$ cat src/rtl/mult_share_arbiter.sv
// Round-robin sequencer sharing one add-shift multiplier among N_REQ requesters.
// It follows the multiplier's ready drop/rise handshake, and a watchdog aborts the operation if the multiplier hangs.
module mult_share_arbiter #(
  parameter int N_REQ   = 4,
  parameter int DW      = 4,
  parameter int TIMEOUT = 15,
  localparam int IDW    = $clog2(N_REQ)
) (
  input  logic                clk,
  input  logic                rst,
  input  logic [N_REQ-1:0]    req_valid,
  input  logic [N_REQ*DW-1:0] req_a,
  input  logic [N_REQ*DW-1:0] req_b,
  output logic [N_REQ-1:0]    req_ready,
  output logic                rsp_valid,
  output logic [IDW-1:0]      rsp_id,
  output logic [2*DW-1:0]     rsp_data,
  output logic                mult_start,
  output logic [DW-1:0]       mult_a,
  output logic [DW-1:0]       mult_b,
  input  logic [2*DW-1:0]     mult_result,
  input  logic                mult_ready,
  output logic                busy,
  output logic                timeout_err
);

  localparam int CW = $clog2(TIMEOUT);

  typedef enum logic [2:0] {S_IDLE, S_ISSUE, S_WAIT_ACK, S_WAIT_DONE, S_RESP} state_t;

  state_t            state_reg, state_next;
  logic [IDW-1:0]    ptr_reg, ptr_next;
  logic [IDW-1:0]    id_reg, id_next;
  logic [DW-1:0]     a_reg, a_next, b_reg, b_next;
  logic [2*DW-1:0]   rsp_data_reg, rsp_data_next;
  logic [IDW-1:0]    rsp_id_reg, rsp_id_next;
  logic [CW-1:0]     cnt_reg, cnt_next;
  logic              timeout_reg, timeout_next;
  logic [N_REQ-1:0]  req_ready_int;

  // Requests are rotated so that slot 0 is the requester at ptr.
  logic [IDW-1:0]    rot_idx   [N_REQ];
  logic [N_REQ-1:0]  rot_valid;
  logic [DW-1:0]     a_arr     [N_REQ];
  logic [DW-1:0]     b_arr     [N_REQ];
  logic [IDW-1:0]    grant_id;
  logic              grant_found;

  genvar gi;
  generate
    for (gi = 0; gi < N_REQ; gi++) begin : g_req
      assign rot_idx[gi]   = IDW'((int'(ptr_reg) + gi) % N_REQ);
      assign rot_valid[gi] = req_valid[rot_idx[gi]];
      assign a_arr[gi]     = req_a[gi*DW +: DW];
      assign b_arr[gi]     = req_b[gi*DW +: DW];
    end
  endgenerate

  always_comb begin
    grant_found = 1'b0;
    grant_id    = '0;
    for (int k = N_REQ - 1; k >= 0; k--) begin
      if (rot_valid[k]) begin
        grant_found = 1'b1;
        grant_id    = rot_idx[k];
      end
    end
  end

  always_comb begin
    state_next    = state_reg;
    ptr_next      = ptr_reg;
    id_next       = id_reg;
    a_next        = a_reg;
    b_next        = b_reg;
    rsp_data_next = rsp_data_reg;
    rsp_id_next   = rsp_id_reg;
    cnt_next      = cnt_reg;
    timeout_next  = timeout_reg;
    req_ready_int = '0;
    case (state_reg)
      S_IDLE: begin
        if (grant_found && mult_ready) begin
          req_ready_int[grant_id] = 1'b1;
          id_next    = grant_id;
          a_next     = a_arr[grant_id];
          b_next     = b_arr[grant_id];
          ptr_next   = (grant_id == IDW'(N_REQ - 1)) ? '0 : grant_id + 1'b1;
          state_next = S_ISSUE;
        end
      end
      S_ISSUE: begin
        cnt_next   = '0;
        state_next = S_WAIT_ACK;
      end
      S_WAIT_ACK: begin
        cnt_next = cnt_reg + 1'b1;
        if (!mult_ready) begin
          state_next = S_WAIT_DONE;
        end else if (cnt_reg == CW'(TIMEOUT - 1)) begin
          timeout_next = 1'b1;
          state_next   = S_IDLE;
        end
      end
      S_WAIT_DONE: begin
        cnt_next = cnt_reg + 1'b1;
        if (mult_ready) begin
          rsp_data_next = mult_result;
          rsp_id_next   = id_reg;
          state_next    = S_RESP;
        end else if (cnt_reg == CW'(TIMEOUT - 1)) begin
          timeout_next = 1'b1;
          state_next   = S_IDLE;
        end
      end
      S_RESP:  state_next = S_IDLE;
      default: state_next = S_IDLE;
    endcase
  end

  always_ff @(posedge clk or posedge rst) begin
    if (rst) begin
      state_reg    <= S_IDLE;
      ptr_reg      <= '0;
      id_reg       <= '0;
      a_reg        <= '0;
      b_reg        <= '0;
      rsp_data_reg <= '0;
      rsp_id_reg   <= '0;
      cnt_reg      <= '0;
      timeout_reg  <= 1'b0;
    end else begin
      state_reg    <= state_next;
      ptr_reg      <= ptr_next;
      id_reg       <= id_next;
      a_reg        <= a_next;
      b_reg        <= b_next;
      rsp_data_reg <= rsp_data_next;
      rsp_id_reg   <= rsp_id_next;
      cnt_reg      <= cnt_next;
      timeout_reg  <= timeout_next;
    end
  end

  // The grant is combinational, so it must be masked explicitly while reset is held.
  assign req_ready   = rst ? '0 : req_ready_int;
  assign mult_start  = (state_reg == S_ISSUE);
  assign rsp_valid   = (state_reg == S_RESP);
  assign busy        = (state_reg != S_IDLE);
  assign mult_a      = a_reg;
  assign mult_b      = b_reg;
  assign rsp_id      = rsp_id_reg;
  assign rsp_data    = rsp_data_reg;
  assign timeout_err = timeout_reg;

endmodule
$ cat config.mk
export PLATFORM = sky130hd
export DESIGN_NAME = mult_share_arbiter
export DESIGN_NICKNAME = d
export VERILOG_FILES = /design/src/rtl/mult_share_arbiter.sv
export SDC_FILE = /design/constraint.sdc
export NUM_CORES = 1
export LEC_CHECK = 0
export ABC_AREA = 1
export CORE_AREA = 2 2 67 69
export DETAILED_ROUTE_END_ITERATION = 10
export DIE_AREA = 0 0 69 71
export GPL_TIMING_DRIVEN = 0
export PLACE_DENSITY = 0.88
export SYNTH_ARGS = -nofsm -noshare
export SYNTH_HDL_FRONTEND = slang
export SYNTH_SLANG_ARGS = --single-unit
$ cat constraint.sdc
create_clock -name clk -period 5.4 [get_ports clk]
set_input_delay 1.08 -clock clk [delete_from_list [all_inputs] [get_ports clk]]
set_output_delay 1.08 -clock clk [all_outputs]
set_load 0.02 [all_outputs]
Yosys cells after proc, flatten, opt, wreduce, memory -nomap -nowiden:

Cells that the tools add are included.

* add/sub/neg operators: 5
* multiply operators: 0
* divide/modulo/power cells: 0
* order comparisons: 7
* equal/unequal tests: 9
* shifts and indexed selects: 0
* muxes and demuxes: 38
* bitwise operators: 1
* reduce and logical (&&, ||, !) cells: 10

Operators with widths (number)
* 4-bit two-way mux: 7
* 4-bit binary-select mux with 2-bit select: 2
* 2-bit by 3-bit less-than comparator with 1-bit output (second input constant): 5
* 1-bit two-way mux: 12
* 3-bit two-way mux: 4
* 3-bit case mux with 4 select lines: 1
* 2-bit two-way mux: 5
* 1-bit binary-select mux with 2-bit select: 4
* 4-bit case mux with 2 select lines: 1
* 3-bit by 2-bit == test with 1-bit output (second input constant): 2
* 2-bit != test (second input constant): 3
* 2-bit by 1-bit adder with 2-bit output (second input constant): 2
* 2-bit adder (second input constant): 2
* 4-bit by 1-bit adder with 4-bit output (second input constant): 1
* 4-bit == test (second input constant): 1
* 2-bit AND reduction: 2
* 2-bit nonzero test: 2
* 3-bit by 1-bit == test with 1-bit output (second input constant): 1
* 3-bit == test (second input constant): 1
* 3-bit >= comparator (second input constant): 1
* 3-bit logical NOT: 1
* 2-bit inverter with 3-bit output: 1
* 3-bit AND reduction: 1
* 3-bit nonzero test: 1
* other kinds (6): 7

* flip-flop bits (word level): 30
* bits in latches: 0
* bits in writable memories: 0
* bits in read-only memories: 0
* input port bits: 47
* output and inout bits: 26
* word-level logic and storage cells: 79
* memories kept: 0

Logic depth before layout (Yosys ltp):

* depth after elaboration: 14
* gate-level depth with buffers: 15
* depth with buffers taken out: 14

Least setup slack after synthesis:

OpenSTA, ideal clock, no wires.

* path type: in2out
* from: input port req_valid[3]
* to: output port req_ready[3]
* arrival time: 2.438 ns
* required time: 4.320 ns
* path slack: 1.882 ns
* stages: 13
* buffers on the path: 2
* cells stage by stage: inv_1 -> nand2_1 -> and2_4 -> nor2_4 -> inv_2 -> nand2_1 -> nand2_4 -> nand2_4 -> buf_6 -> buf_8 -> ha_1 -> nand2_1 -> nor2_1

* longest elaborated chain between the ends: 13

RTL lines
* start: declaration: RTL line 11 `input logic [N_REQ-1:0] req_valid,`
* 1-bit binary-select mux with 2-bit select: RTL line 53 `assign rot_valid[gi] = req_valid[rot_idx[gi]];`
* 1-bit two-way mux (implied by the code): RTL line 53
* 2-bit two-way mux (4 in a row): RTL line 63 `if (rot_valid[k]) begin`
* 2-bit by 3-bit less-than comparator with 1-bit output (implied by the code) / 2-bit by 1-bit >= comparator with 1-bit output (equally long branches): RTL line 84 `req_ready_int[grant_id] = 1'b1;`
* 1-bit logical AND (implied by the code): RTL line 84
* 1-bit two-way mux (implied by the code): RTL line 84
* 1-bit demux with 2-bit select: RTL line 84
* 4-bit two-way mux *: RTL line 83 `if (grant_found && mult_ready) begin`
* 4-bit two-way mux *: RTL line 81 `case (state_reg)`
* 4-bit two-way mux *: RTL line 146 `assign req_ready = rst ? '0 : req_ready_int;`
* end: declaration: RTL line 14 `output logic [N_REQ-1:0] req_ready,`

Every way passes the cells marked *; elsewhere a longest branch is shown, timed or not. The select of a mux whose other input is x is not followed.

Final worst setup path:

* from: input port req_valid[1]
* to: output port req_ready[3]

Same word-level chain as after synthesis.

==> impl_metrics.tcl <==
set metrics [dict create \
    outcome "complete, no violations" \
    route.detailed.drc 0 \
    boundaryPins 73 \
    cp.required_ns 4.32 \
    critical_path.top_delay_family "buffers and inverters" \
    grt_setup_unrepaired "no" \
    finalSetupTns_ns 0 \
    maxSlewViolCount 0 \
    cts_sinks 30 \
    dp_slack_ns 0.810 \
    grt_max_degree 34 \
    final-hold-violation-count 0 \
    synthDistinctLibCells 29 \
    crit_path_end_kind "output port" \
    antenna_found_initial 0 \
    insertion_delay_ns 0.28 \
    syn_avg_cell_area_um2 7.04 \
    io_buffers 72 \
    rows 24 \
    mappedNetlistArea_um2 1920 \
    antenna_cells 0 \
    grt_pass1_wl_mm 7.77 \
    area_growth_pct 46.6 \
    worstMarginPinSlew_ns 0.706 \
    clk_pin_slew_worst_paths_ns 0.06 \
    die_w_um 69 \
    grt_pass1_vias 1842 \
    gp_congestion 0.847 \
    cts_setup_buffers 0 \
    setup_violations 0 \
    ys.flop_type "dfrtp_1" \
    criticalPathCategory "input port to output port" \
    routed_wirelength_mm 4.40 \
    crit_buf_inv 6 \
    cp_max_fo 10 \
    syn_inst 273 \
    crit_top_cell "nand2_1" \
    h-tree-depth 2 \
    path_cells "clkdlybuf4s50_1 > inv_1 > nand2_1 > nand3_1 > nand2_1 > inv_1 > nand2_2 > nand3_2 > nand2_4 > buf_6 > buf_8 > ha_1 > nand2_1 > nor2_1 > clkdlybuf4s50_1" \
    min_period_ns 4.57 \
    ys_seq_area_share_pct 39.1 \
    dieArea_um2 4900 \
    drt-wirelength-per-cell_um 10.8 \
    post_cts_resized 0 \
    fmaxAchievable_mhz 219 \
    final_layout_size_suffix_gt1_share_pct 11.0 \
    core_area_um2 4200 \
    critPathMaxStageDelay_ns 0.63 \
    reg2reg_slack_ns 3.38 \
    ir_worst_vdd_mv 0.356 \
    synth_edf_count 0 \
    cp_slowest_cell "clkdlybuf4s50_1" \
    root_buffer "clkbuf_8" \
    num_vias 1908 \
    die_h_um 71 \
    numCtsBuffers 5 \
    grt_usage_pct 19.3 \
    viasPerCell 4.70 \
    setup_slack_ns 0.826 \
    largest_reg_flops 8 \
    synth_warnings 0 \
    postSynth.asyncResetShare_pct 100 \
    drt.antenna.violating_nets 0 \
    firstDrtPassIters 4 \
    skew_ns 0.00610 \
    leakagePower_uw 0.00144 \
    hold_buffers 0 \
    fin_crit_sh_pct 84.7 \
    detail_route.iter0.violations 122 \
    power-per-cell-area_nw_per_um2 571 \
    fin_nets 403 \
    overflow 0 \
    max_slew_margin_pct 52.9 \
    synthesis.nets 323 \
    hpwl_mm 3.43 \
    hold_path.class "register to register" \
    cts_buffer_depth 2 \
    drv_cap 0 \
    cts_tree "done" \
    ys_seq_elements 30 \
    cp.arrival_ns 3.49 \
    crit_path_start_kind "input port" \
    start_util_pct 45.7 \
    hold_ws_ns 0.458 \
]
final timing paths:
check                                  start  depth (start not counted)           end
min in group asynchronous                rst                          2   rsp_data[4]
worst max register to register    ptr_reg[0]                         14    ptr_reg[1]
worst min register to register   timeout_err                          1   timeout_err
worst min-delay path             timeout_err                          1   timeout_err
worst max-delay path            req_valid[1]                         15  req_ready[3]
max in group asynchronous                rst                          3  state_reg[0]
per-layer routing:
layer / global-route usage, % / share of wire (%)
met1: 23.1 / 43
met2: 34.2 / 51
met3: 3.99 / 4.5
met4: 7.19 / 1.7
met5: 0 / 0
cell families after synthesis:
| group | count (synthesis) | share of synthesized area [%] |
|---|---|---|
| and+or+nand+nor | 164 | 40.0 |
| buffers and inverters | 54 | 12.2 |
| DFF | 30 | 39.1 |
| AOI/OAI and AO/OA | 21 | 6.25 |
| adders and majority gates | 3 | 1.95 |
| xor gates and xnor gates | 1 | 0.456 |
cell type report:
class                      instances  area, um^2
sequential                        30         751
tap                               52        65.1
clock buffer                       6        82.6
multi-input combinational        189         936
clock inverter                     2        12.5
inverter                          48         180
fill                             390        1390
buffer                             6        55.1
timing repair buffer              73         736
worst register-to-register path, cell delays in order, from the launching register on:
cell and delay (ns):
dfrtp_1 0.37, buf_4 0.17, nand2_1 0.09, nand3_1 0.11, nand2_1 0.09, inv_1 0.04, nand2_2 0.06, nand2_1 0.08
nand2_4 0.12, nand2_4 0.06, buf_6 0.13, buf_8 0.14, ha_1 0.28, nand2_1 0.08, o21ai_0 0.08
cells in the mapped netlist, types with 2 or more instances:
cell type   n  share of area [%]
a21oi_1     6                1.6
nand3_1    34                8.9
nor2_2      5                1.6
dfrtp_1    30                 39
nor2_1     10                2.0
o21ai_0    10                2.6
or2_0      10                3.3
ha_1        3                2.0
inv_1      46                9.0
buf_2       2               0.52
nand2_1    87                 17
nand3_2     2                1.0
nor2_4      2                1.2
buf_6       2                1.2
nand2_4     2                1.2
inv_2       2               0.39
nand2_2     8                2.6
through the flow:
stage                     instance area, um^2  utilization [%]  instances  power [uW]
after floorplan                          1920                -        273        1100
after global placement                   2710             64.4        397        1400
after detailed placement                 2710             64.4        397        1430
after CTS                                2800             66.7        405        1620
after global routing                     2820             67.0        406        1760
final                                    2820             67.0        406        1610
report_power, final:
part / switching (uW) / total [uW] / internal, uW
Clock: 84.1 / 186 / 102
Sequential: 62.2 / 387 / 325
Combinational: 598 / 1040 / 437
cells in the final DEF (no fill, tap or decap), drive strengths merged:
| cell | instances |
|---|---|
| a21o | 1 |
| a21oi | 7 |
| and2 | 1 |
| and3 | 1 |
| buf | 7 |
| clkbuf | 6 |
| clkdlybuf4s50 | 72 |
| clkinv | 1 |
| clkinvlp | 1 |
| dfrtp | 30 |
| ha | 3 |
| inv | 48 |
| nand2 | 97 |
| nand3 | 36 |
| nand4 | 1 |
| nor2 | 17 |
| nor3 | 1 |
| o21ai | 11 |
| o21bai | 1 |
| o31ai | 1 |
| or2 | 10 |
| xnor2 | 1 |
(Power assumes the default switching activity.)
